===== src/rtl/chip_sr_latch_tester.sv =====
// chip_sr_latch_tester: drives an 8-vector S/R sequence into 74279-style latch channels and checks Q.
// Channels flagged in DUAL_S_MASK also receive S2 stimulus; others hold S2_n high.
module chip_sr_latch_tester #(
  parameter int         NUM_CH        = 4,
  parameter logic [7:0] DUAL_S_MASK   = 8'b0000_0101,
  parameter int         SETTLE_CYCLES = 4,
  parameter bit         STOP_ON_FAIL  = 1'b0
) (
  input  logic              Clk,
  input  logic              Reset,
  input  logic              Run,
  output logic [NUM_CH-1:0] S1_n,
  output logic [NUM_CH-1:0] S2_n,
  output logic [NUM_CH-1:0] R_n,
  input  logic [NUM_CH-1:0] Q,
  output logic              Done,
  output logic              RSLT,
  input  logic              DISP_RSLT,
  output logic [NUM_CH-1:0] FAIL_CH,
  output logic [2:0]        FAIL_VEC
);
  typedef enum logic [2:0] {IDLE, APPLY, SETTLE, CHECK, DONE} state_t;
  localparam int CW = $clog2(SETTLE_CYCLES + 1);
  localparam logic [NUM_CH-1:0] DM = DUAL_S_MASK[NUM_CH-1:0];
  // Per-vector row {S1_n, S2_n(dual), R_n, expected dual Q, expected single Q}, V7 in the top slice.
  localparam logic [39:0] VT = {5'b00011, 5'b11110, 5'b10110, 5'b11000,
                                5'b11111, 5'b01111, 5'b11100, 5'b11000};
  state_t            r_state, w_next;
  logic [2:0]        r_vec;
  logic [CW-1:0]     r_cnt;
  logic              r_ff;
  logic              r_run;
  logic [NUM_CH-1:0] r_fail_ch;
  logic [2:0]        r_fail_vec;
  logic              w_rise;
  logic              w_active;
  logic [4:0]        w_row;
  logic [NUM_CH-1:0] w_exp;
  logic [NUM_CH-1:0] w_mis;
  assign w_rise   = Run & ~r_run;
  assign w_active = (r_state == APPLY) || (r_state == SETTLE) || (r_state == CHECK);
  assign w_row    = VT[r_vec*5 +: 5];
  assign w_exp    = ({NUM_CH{w_row[1]}} & DM) | ({NUM_CH{w_row[0]}} & ~DM);
  assign w_mis    = (r_state == CHECK) ? (Q ^ w_exp) : '0;
  assign FAIL_CH  = r_fail_ch;
  assign FAIL_VEC = r_fail_vec;
  always_ff @(posedge Clk or negedge Reset) begin
    if (!Reset) r_state <= IDLE;
    else        r_state <= w_next;
  end
  always_comb begin
    w_next = r_state;
    case (r_state)
      IDLE:    w_next = w_rise ? APPLY : IDLE;
      APPLY:   w_next = SETTLE;
      SETTLE:  w_next = (r_cnt == CW'(1)) ? CHECK : SETTLE;
      CHECK:   w_next = ((r_vec == 3'd7) || (STOP_ON_FAIL && (|w_mis))) ? DONE : APPLY;
      DONE:    w_next = Run ? DONE : IDLE;
      default: w_next = IDLE;
    endcase
  end
  always_comb begin
    S1_n = w_active ? {NUM_CH{w_row[4]}} : '1;
    S2_n = w_active ? ({NUM_CH{w_row[3]}} | ~DM) : '1;
    R_n  = w_active ? {NUM_CH{w_row[2]}} : '1;
    Done = (r_state == DONE);
    RSLT = (r_state == DONE) & DISP_RSLT & ~(|r_fail_ch);
  end
  always_ff @(posedge Clk or negedge Reset) begin
    if (!Reset) begin
      r_run      <= 1'b0;
      r_vec      <= 3'd0;
      r_cnt      <= '0;
      r_ff       <= 1'b0;
      r_fail_ch  <= '0;
      r_fail_vec <= 3'd7;
    end else begin
      r_run <= Run;
      if (r_state == IDLE && w_rise) begin
        r_vec      <= 3'd0;
        r_ff       <= 1'b0;
        r_fail_ch  <= '0;
        r_fail_vec <= 3'd7;
      end
      if (r_state == APPLY) r_cnt <= CW'(SETTLE_CYCLES);
      if (r_state == SETTLE) r_cnt <= r_cnt - 1'b1;
      if (r_state == CHECK) begin
        r_fail_ch <= r_fail_ch | w_mis;
        if ((|w_mis) && !r_ff) begin
          r_ff       <= 1'b1;
          r_fail_vec <= r_vec;
        end
        if (w_next == APPLY) r_vec <= r_vec + 3'd1;
      end
    end
  end
endmodule

===== config.mk =====
export PLATFORM = sky130hd
export DESIGN_NAME = chip_sr_latch_tester
export DESIGN_NICKNAME = d
export VERILOG_FILES = /design/src/rtl/chip_sr_latch_tester.sv
export SDC_FILE = /design/constraint.sdc
export NUM_CORES = 1
export LEC_CHECK = 0
export ABC_AREA = 1
export BUFFER_PORTS_ARGS = -buffer_cell sky130_fd_sc_hd__clkbuf_2
export CAP_MARGIN = 20
export CORE_MARGIN = 10
export CORE_UTILIZATION = 55
export DETAILED_ROUTE_END_ITERATION = 16
export GPL_ROUTABILITY_DRIVEN = 1
export HOLD_SLACK_MARGIN = 0.15
export PLACE_DENSITY = 0.89
export SYNTH_ARGS = -nofsm -noshare
export SYNTH_HDL_FRONTEND = slang
export SYNTH_SLANG_ARGS = --single-unit
export TNS_END_PERCENT = 20

===== constraint.sdc =====
create_clock -name Clk -period 2.3 [get_ports Clk]
set_input_delay 0.115 -clock Clk [delete_from_list [all_inputs] [get_ports Clk]]
set_output_delay 0.115 -clock Clk [all_outputs]
set_load 0.02 [all_outputs]

==> results of run 1 <==
## metal layers
metal,track usage,vias up,wire [um]
met5,0,-,0
met4,0.0802,0,106
met3,0.0492,15,165
met2,0.232,29,1420
met1,0.110,427,851
li1,-,456,-
## repair_timing
item	CTS	global route
hold buffers	2	0
endpoints found under the hold margin	20	0
setup buffers	0	0
## synthesized netlist by cell type (all sizes together)
master  number  area, um^2
nor3         1        5.00
buf         10        78.8
or2          3        18.8
o21ai       13        80.1
ha           6        75.1
inv         27         104
nor4         1        6.26
conb         1        3.75
nand3       14        90.1
nor2         5        31.3
o22ai        1        6.26
nand2       30         143
o211ai       2        15.0
a31o         1        8.76
xor2         1        8.76
dfrtp       15         375
dfstp        3        78.8
## metrics by stage
step,area [um^2],power (mW),hold WS [ns],utilization
detailed placement,1220,1.75,0.0849,0.621
floorplan,1130,1.53,-0.181,-
finish,1270,1.93,0.210,0.649
global placement,1220,1.69,0.0707,0.621
global route,1270,2.09,0.234,0.649
CTS,1270,1.95,0.213,0.649
## cells by family after synthesis
kind of cell,Yosys count
xor gates and xnor gates,1
and+or+nand+nor,54
DFF,18
buffers and inverters,37
adders and majority gates,6
other,1
AOI/OAI and AO/OA,17
## cell type report
| type | instances | area (um^2) |
|---|---|---|
| Multi-Input combinational cell | 80 | 495 |
| Timing Repair Buffer | 28 | 150 |
| Fill cell | 159 | 688 |
| Inverter | 27 | 104 |
| Sequential cell | 18 | 454 |
| Clock buffer | 4 | 36.3 |
| Tap cell | 27 | 33.8 |
## tightest hold or removal path: cells and delay by family
kind            cells  cell delay [ns]
simple gates        2             0.16
compound gates      1             0.07
buf+inv             2             0.13
## power groups by stage
stage	combinational (mW)	clock, mW	sequential, mW
after floorplan	0.888	0	0.639
after global placement	1.11	0	0.580
after detailed placement	1.16	0	0.590
after CTS	1.17	0.200	0.582
after global routing	1.28	0.210	0.601
final	1.15	0.197	0.582
## registers in the layout, summed over array words and instances (netlist names)
name	count
r_run	1
r_state	3
FAIL_CH	4
r_vec	3
r_cnt	3
r_ff	1
FAIL_VEC	3
## final timing paths
check | cells after the start | start | slack (ns) | to
setup / recovery | 5 | r_vec[1] | 0.50 | R_n[3]
hold / removal | 5 | Q[1] | 0.21 | FAIL_CH[1]
hold reg to reg | 1 | r_cnt[0] | 0.54 | r_cnt[0]
min in group asynchronous | 2 | Reset | 0.28 | FAIL_CH[3]
max in group asynchronous | 2 | Reset | 1.68 | FAIL_VEC[0]
setup reg to reg | 9 | r_vec[1] | 0.71 | r_ff
==> impl_metrics.json, run 1 <==
{
  "synth_warnings": 0,
  "vias": 927,
  "htree_levels": 1,
  "netSwitchingPower_mw": 0.983,
  "antennaDiodeCount": 0,
  "outcome": "complete, no violations",
  "wl_per_cell_um": 13.8,
  "placement_rows": 16,
  "crit_chain": "inv_1 -> ha_1 -> nand2_1 -> o211ai_1 -> clkbuf_2",
  "cts_resized": 0,
  "fin_nets": 172,
  "first_global_vias": 1018,
  "viasPerCell": 5.04,
  "rsz0062_at_grt": "false",
  "wl_um": 2540,
  "initialDrtViolationCount": 29,
  "worstPathArrival_ns": 1.69,
  "grt_first_pass_wirelength_um": 4330,
  "io_pins": 29,
  "ir_worst_vdd_mv": 0.826,
  "port_buffers": 26,
  "core-area_um2": 1960,
  "detailed_place_hpwl_um": 2130,
  "crit_buf_inv": 2,
  "place.gp.congestion": 0.807,
  "power_frac_comb": 0.596,
  "synthAdderAreaFrac": 0.0665,
  "dr.pass1.iters": 6,
  "synth_top_family_by_area": "simple AND/OR/NAND/NOR gates",
  "synth_cell_types": 28,
  "min_period_ns": 1.80,
  "clkPwrFrac": 0.102,
  "worstSkewPairLatency_ns": 0.30,
  "cpPeakStageDelay_ns": 0.45,
  "overflow": 0,
  "die_w_um": 65.3,
  "dp_cells": 178,
  "fin_ws_ns": 0.496,
  "seqPwrFrac": 0.302,
  "tns_ns": 0,
  "maxCapViolCount": 0,
  "drc": 0,
  "p_int_mw": 0.946,
  "critPathLaunchType": "flip-flop",
  "place_ws_ns": 0.725,
  "cts_buffers": 3,
  "switching_share": 0.510,
  "synthXorXnorAreaFrac": 0.00776,
  "grtUsageTotal": 0.125,
  "power.leakage_nw": 0.676,
  "syn_to_final_growth_pct": 12.9,
  "final_cell_mix": "clkbuf_2 (26), nand2_1 (22), inv_1 (20)",
  "fin_skew_ns": 0.00586,
  "crit_slowest_cell": "dfrtp_1",
  "hold_violations": 0,
  "max-clock-path-buffers": 2,
  "drive_above_1_share": 0.363,
  "start_util": 0.575,
  "cts.sink_count": 18,
  "layout.cells.non_filler": 184,
  "cp-end-kind": "output pin",
  "final_common_cell": "clkbuf_2",
  "yosys.area_share.simple": 0.261,
  "root_buffer": "clkbuf_4",
  "syn_area_per_cell_um2": 8.42,
  "ant_nets": 0,
  "clk_pin_slew_worst_paths_ns": 0.11,
  "drv_slew": 0,
  "hp-class": "input pin to flip-flop",
  "path_class": "flip-flop to output pin",
  "cp_top_family": "flip-flops",
  "fp.dieH_um": 65.3,
  "cts_tree": "yes",
  "required_ns": 2.18,
  "clock.fmax_ghz": 0.554,
  "finalCritPeriodShare": 0.784,
  "synth_cells": 134,
  "synth_compound_area_frac": 0.0976,
  "grt_antenna_before_repair": 0,
  "syn_area_um2": 1130,
  "synth.area.mux_share": 0,
  "ys_seq_elements": 18,
  "cellPowerDensity_nw_per_um2": 1510,
  "die-area_um2": 4260,
  "yosysSeqAreaShare": 0.402,
  "setup_viol": 0,
  "crit_fanout": 5,
  "grt_max_degree": 19
}
Power figures use the tool's default switching activity.
==> inputs of run 2 (changes only) <==
- ABC_AREA: 1 -> 0
- CORE_UTILIZATION: 55 -> 47
- PLACE_DENSITY: 0.89 -> 0.82
- clock period: 2.3 -> 1.5 ns (I/O delays scaled with it)
==> run 2 against run 1 <==
Against the previous run:
- the flow now finishes with violations (setup timing)
- synthesized cell count down 9.7%
- critical path depth did not move
- via count is 8.0% higher
- sequential cell count did not move
- total power fell by 52%
- register-to-register slack worse by 0.68 ns
- final cell count decreased by 1.1%
- count of clock-buffer cells in the layout is the same
- clock skew grew 0.0047 ns
- area after synthesis is 3.4% higher
- highest routed layer unchanged
==> impl_metrics.json, run 2 <==
{
  "syn_area_per_cell_um2": 9.65,
  "clock.fmax_ghz": 0.630,
  "outcome": "complete, but fails checks",
  "clk_pin_slew_worst_paths_ns": 0.11,
  "synth_cell_types": 36,
  "placement_rows": 17,
  "crit_fanout": 4,
  "cts_tree": "yes",
  "endpoint": "S1_n[0]",
  "synth_cells": 121,
  "yosys.area.top_type_share": 0.322,
  "syn_area_um2": 1170,
  "die-area_um2": 4880,
  "drv_slew": 0,
  "place.gp.congestion": 0.834,
  "wl_um": 2980,
  "cellPowerDensity_nw_per_um2": 613,
  "fp.dieH_um": 69.8,
  "ir_worst_vdd_mv": 0.506,
  "violations": "setup timing",
  "crit_chain": "buf_6 -> ha_4 -> mux2_4 -> nand2_8 -> buf_8",
  "synth-main-ff-cell": "dfrtp_1",
  "vias": 1001,
  "crit_slowest_cell": "dfrtp_1",
  "r2r_setup_slack_ns": 0.03,
  "first_global_vias": 1061,
  "ys_top_cells_by_count": "dfrtp_1 (15), nand2_1 (13), nor2_1 (12), buf_4 (10), ha_1 (6)",
  "min_period_ns": 1.59,
  "max-clock-path-buffers": 2,
  "cts_buffers": 3,
  "viasPerCell": 5.50,
  "ys_seq_elements": 18,
  "core-area_um2": 2300,
  "critPathLaunchType": "flip-flop",
  "ant_nets": 0,
  "dr.pass1.iters": 2,
  "crit_cells": 5,
  "grt_first_pass_wirelength_um": 4900,
  "cp_top_family": "flip-flops",
  "start_util": 0.508,
  "root_buffer": "clkbuf_4",
  "dp_cells": 171,
  "maxCapViolCount": 0,
  "die_w_um": 69.8,
  "reg2reg_to": "FAIL_VEC[1]",
  "required_ns": 1.42,
  "worstSkewPairLatency_ns": 0.30,
  "synth-edff-count": 0,
  "hp-class": "input pin to flip-flop",
  "cp-startpoint": "r_vec[1]",
  "drc": 0,
  "grt_max_degree": 19,
  "final_common_cell": "clkbuf_2",
  "port_buffers": 26,
  "fin_ws_ns": -0.0861,
  "detailed_place_hpwl_um": 2140,
  "tns_ns": -0.412,
  "ys_top_cells_by_area": "dfrtp_1 (32%), dfstp_2 (6.8%), buf_4 (6.4%)",
  "path_class": "flip-flop to output pin",
  "largest_reg_flops": 4,
  "htree_levels": 1,
  "fin_nets": 169,
  "cts.sink_count": 18,
  "initialDrtViolationCount": 46,
  "drive_above_1_share": 0.442,
  "reg2reg_depth": 5,
  "yosysSeqAreaShare": 0.389,
  "cp-end-kind": "output pin",
  "layout.cells.non_filler": 182,
  "fin_skew_ns": 0.0106,
  "synth_warnings": 0,
  "setup_viol": 9,
  "worstPathArrival_ns": 1.51,
  "cpPeakStageDelay_ns": 0.44,
  "io_pins": 29,
  "finalCritPeriodShare": 1.06,
  "r2r_start": "r_vec[1]",
  "yosysMostFrequentCell": "dfrtp_1",
  "async_flop_share": 1.00,
  "hold_violations": 0,
  "overflow": 0,
  "wl_per_cell_um": 16.4,
  "crit_buf_inv": 2,
  "antennaDiodeCount": 0,
  "synth_largest_area_cell": "dfrtp_1",
  "syn_to_final_growth_pct": 30.0,
  "final_cell_mix": "clkbuf_2 (17), nand2_1 (12), dfrtp_1 (11), nor2_1 (11), buf_4 (10)",
  "grt_antenna_before_repair": 0,
  "power.leakage_nw": 0.727,
  "rsz0062_at_grt": "true",
  "grtUsageTotal": 0.117
}
==> run 2: what timing repair did <==
| item | in CTS | in global routing |
|---|---|---|
| buffers inserted | 2 | 0 |
| hold buffers | 4 | 1 |
| endpoints found under the setup margin | 11 | 18 |
| pin swaps | 3 | 2 |
| resized for setup | 22 | 15 |
| endpoints found under the hold margin | 22 | 1 |
| gates cloned | 0 | 0 |
==> run 2: how the worst min path moves through the flow <==
stage                      from         end  slack (ns)  cells after the start
after global routing       Q[1]  FAIL_CH[1]        0.19                      3
after CTS                  Q[2]  FAIL_CH[2]        0.15                      3
after floorplan           Reset  FAIL_CH[0]       -0.22                      0
after detailed placement  Reset  FAIL_CH[2]        0.04                      1
final                      Q[1]  FAIL_CH[1]        0.19                      3
after global placement    Reset  FAIL_CH[2]        0.03                      1
==> run 2: worst min-delay path, cell delays in order <==
cell,delay (ns)
clkbuf_2,0.17
xor2_1,0.09
o21ai_1,0.12
==> run 2: final cells by class <==
type / count / area, um^2
fill: 193 / 779
multi-input combinational: 86 / 664
sequential: 18 / 459
timing repair buffer: 41 / 304
clock buffer: 4 / 36.3
tap: 28 / 35.0
inverter: 5 / 18.8
==> run 2: per-layer routing <==
| layer | up-vias | GRT usage | part of all wire |
|---|---|---|---|
| li1 | 476 | - | - |
| met1 | 492 | 0.124 | 0.40 |
| met2 | 25 | 0.193 | 0.50 |
| met3 | 8 | 0.0585 | 0.068 |
| met4 | 0 | 0.0478 | 0.024 |
| met5 | - | 0 | 0 |
==> run 2: kinds of logic (layout without fill, tap and decap cells) <==
family | count (synthesis) | in the layout | share of synthesized area
AO/OA/AOI/OAI | 25 | 25 | 0.160
XOR/XNOR | 5 | 5 | 0.0375
adder cells (fa/ha/maj) | 6 | 6 | 0.0643
buffers and inverters | 18 | 50 | 0.0986
flip-flops | 18 | 18 | 0.389
multiplexers | 6 | 6 | 0.0536
other | 1 | 2 | 0.00321
AND/OR/NAND/NOR | 42 | 42 | 0.194
==> run 2: report_power, final <==
group          total [mW]  internal (mW)  leakage (nW)  switching (mW)
sequential          0.513          0.502         0.191          0.0106
clock               0.301          0.148        0.0210           0.153
combinational       0.116         0.0494         0.515          0.0666
==> run 2: stage by stage <==
step / total power, mW / area [um^2] / hold WS, ns / util / worst slack (ns)
after global placement: 0.619 / 1300 / 0.0281 / 0.567 / 0.0419
final: 0.930 / 1520 / 0.191 / 0.661 / -0.0861
after floorplan: 0.583 / 1170 / -0.221 / - / 0.0142
after global routing: 0.978 / 1520 / 0.194 / 0.661 / -0.153
after detailed placement: 0.623 / 1300 / 0.0384 / 0.567 / -0.0393
after CTS: 0.938 / 1480 / 0.152 / 0.643 / -0.106
==> inputs of run 3 (changes only) <==
- CORE_UTILIZATION: 47 -> 30
- PLACE_DENSITY: 0.82 -> 0.59
==> run 3 against run 2 <==
Against the previous run:
- critical path type unchanged
- first-iteration DRC count is 8.7% higher
- critical path depth unchanged
- worst hold slack better by 0.00086 ns
- die area up 39%
- combinational power decreased by 6%
- critical endpoint is now S1_n[2]
- the run still ends with setup timing left
- global-route usage decreased by 2.6 points
- final area increased by 0.82%
- sequential power about the same
==> impl_metrics.json, run 3 (synthesized netlist as in run 2, its figures left out) <==
{
  "cts_tree": "yes",
  "cts.sink_count": 18,
  "wl_per_cell_um": 14.6,
  "core-area_um2": 3720,
  "fin_nets": 167,
  "hold_violations": 0,
  "setup_viol": 4,
  "reg2reg_depth": 5,
  "clk_pin_slew_worst_paths_ns": 0.07,
  "fin_area_um2": 1530,
  "drc": 0,
  "syn_to_final_growth_pct": 31.1,
  "r2r_start": "r_vec[1]",
  "required_ns": 1.42,
  "root_buffer": "clkbuf_8",
  "viasPerCell": 4.88,
  "drv_slew": 0,
  "vias": 975,
  "min_period_ns": 1.53,
  "outcome": "complete, but fails checks",
  "cellPowerDensity_nw_per_um2": 665,
  "grt_max_degree": 19,
  "min_to": "FAIL_CH[3]",
  "fin_ws_ns": -0.0350,
  "hp-start": "Q[3]",
  "die-area_um2": 6790,
  "wl_um": 2920,
  "timing.hold.ws_ns": 0.192,
  "path_class": "flip-flop to output pin",
  "grt_antenna_before_repair": 0,
  "final_cell_mix": "clkbuf_2 (17), dfrtp_1 (14), nor2_1 (11), nand2_1 (11), buf_4 (11)",
  "place_area_um2": 1330,
  "overflow": 0,
  "max-clock-path-buffers": 2,
  "io_pins": 29,
  "largest_reg_flops": 4,
  "rsz0062_at_grt": "true",
  "violations": "setup timing",
  "grt_first_pass_wirelength_um": 4930,
  "cts_buffers": 3,
  "initialDrtViolationCount": 50,
  "placement_rows": 22,
  "die_w_um": 82.4,
  "worstPathArrival_ns": 1.46,
  "reg2reg_to": "FAIL_VEC[1]",
  "start_util": 0.314,
  "first_global_vias": 1044,
  "r2r_setup_slack_ns": 0.01,
  "critPathLaunchType": "flip-flop",
  "hp-class": "input pin to flip-flop",
  "ant_nets": 0,
  "fp.dieH_um": 82.4,
  "ir_worst_vdd_mv": 0.204,
  "dr.pass1.iters": 4,
  "cp-end-kind": "output pin",
  "clock.fmax_ghz": 0.651,
  "crit_fanout": 4,
  "drive_above_1_share": 0.447,
  "fin_skew_ns": 0.00855,
  "final_common_cell": "clkbuf_2",
  "grtUsageTotal": 0.0912,
  "maxCapViolCount": 0,
  "finalCritPeriodShare": 1.02,
  "cp-startpoint": "r_vec[1]",
  "port_buffers": 26,
  "htree_levels": 1,
  "holdPathStages": 3,
  "place.gp.congestion": 0.814,
  "detailed_place_hpwl_um": 2290,
  "antennaDiodeCount": 0,
  "power.leakage_nw": 0.731,
  "worstSkewPairLatency_ns": 0.25
}
==> run 3: cell types whose count changed in the layout (fill, tap and decap cells not counted), moves of 3 or more <==
cell,previous run,this run
buf_8,4,0
dlygate4sd3_1,5,2
dfrtp_2,4,1
clkbuf_4,4,1
clkbuf_8,1,8
dfrtp_1,11,14
==> run 3: stage by stage <==
stage	power, mW	setup TNS (ns)	std cells	worst slack (ns)	util
floorplan	0.583	0	122	0.0142	-
global route	1.08	-0.839	200	-0.0878	0.412
CTS	1.04	-0.349	200	-0.0478	0.409
global placement	0.621	0	191	0.0191	0.357
detailed placement	0.626	-0.244	191	-0.135	0.357
finish	1.02	-0.136	200	-0.0350	0.412
==> run 3: worst max path at each step <==
stage	end	slack, ns	depth (start not counted)
after floorplan	R_n[1]	0.01	4
after global placement	FAIL_VEC[1]	0.02	5
after detailed placement	FAIL_VEC[1]	-0.14	5
after CTS	S1_n[2]	-0.05	5
after global routing	FAIL_VEC[1]	-0.09	5
final	S1_n[2]	-0.03	5
==> run 3: report_power, final <==
part / internal, mW / switching, mW / leakage [nW]
logic: 0.0445 / 0.0647 / 0.508
clock network: 0.233 / 0.163 / 0.0288
registers: 0.502 / 0.0103 / 0.194
total: 0.780 / 0.238 / 0.731
==> run 3: worst max-delay path, stage by stage (launching register included) <==
cell and delay (ns):
dfrtp_1 0.42, buf_6 0.14, ha_4 0.14, mux2_4 0.28
nand2_4 0.09, clkbuf_8 0.15
==> run 3: area by class of cell <==
type	count	area (um^2)
repair buffers	39	277
inverters	5	18.8
multi-input cells	86	664
fillers	373	2190
clock buffers	4	55.1
well taps	48	60.1
flip-flops and latches	18	455
==> run 3: per-layer routing <==
metal | global-route usage | routed length, um
met1 | 0.104 | 1150
met3 | 0.0346 | 259
met5 | 0 | 0
met4 | 0.0255 | 7
met2 | 0.156 | 1500
==> run 3: repair_timing <==
item	4_1_cts	5_1_grt
endpoints found under the setup margin	12	14
pin swaps	2	2
hold buffers	2	0
cloned	0	0
resized for setup	25	6
buffers inserted	3	0
endpoints found under the hold margin	20	0
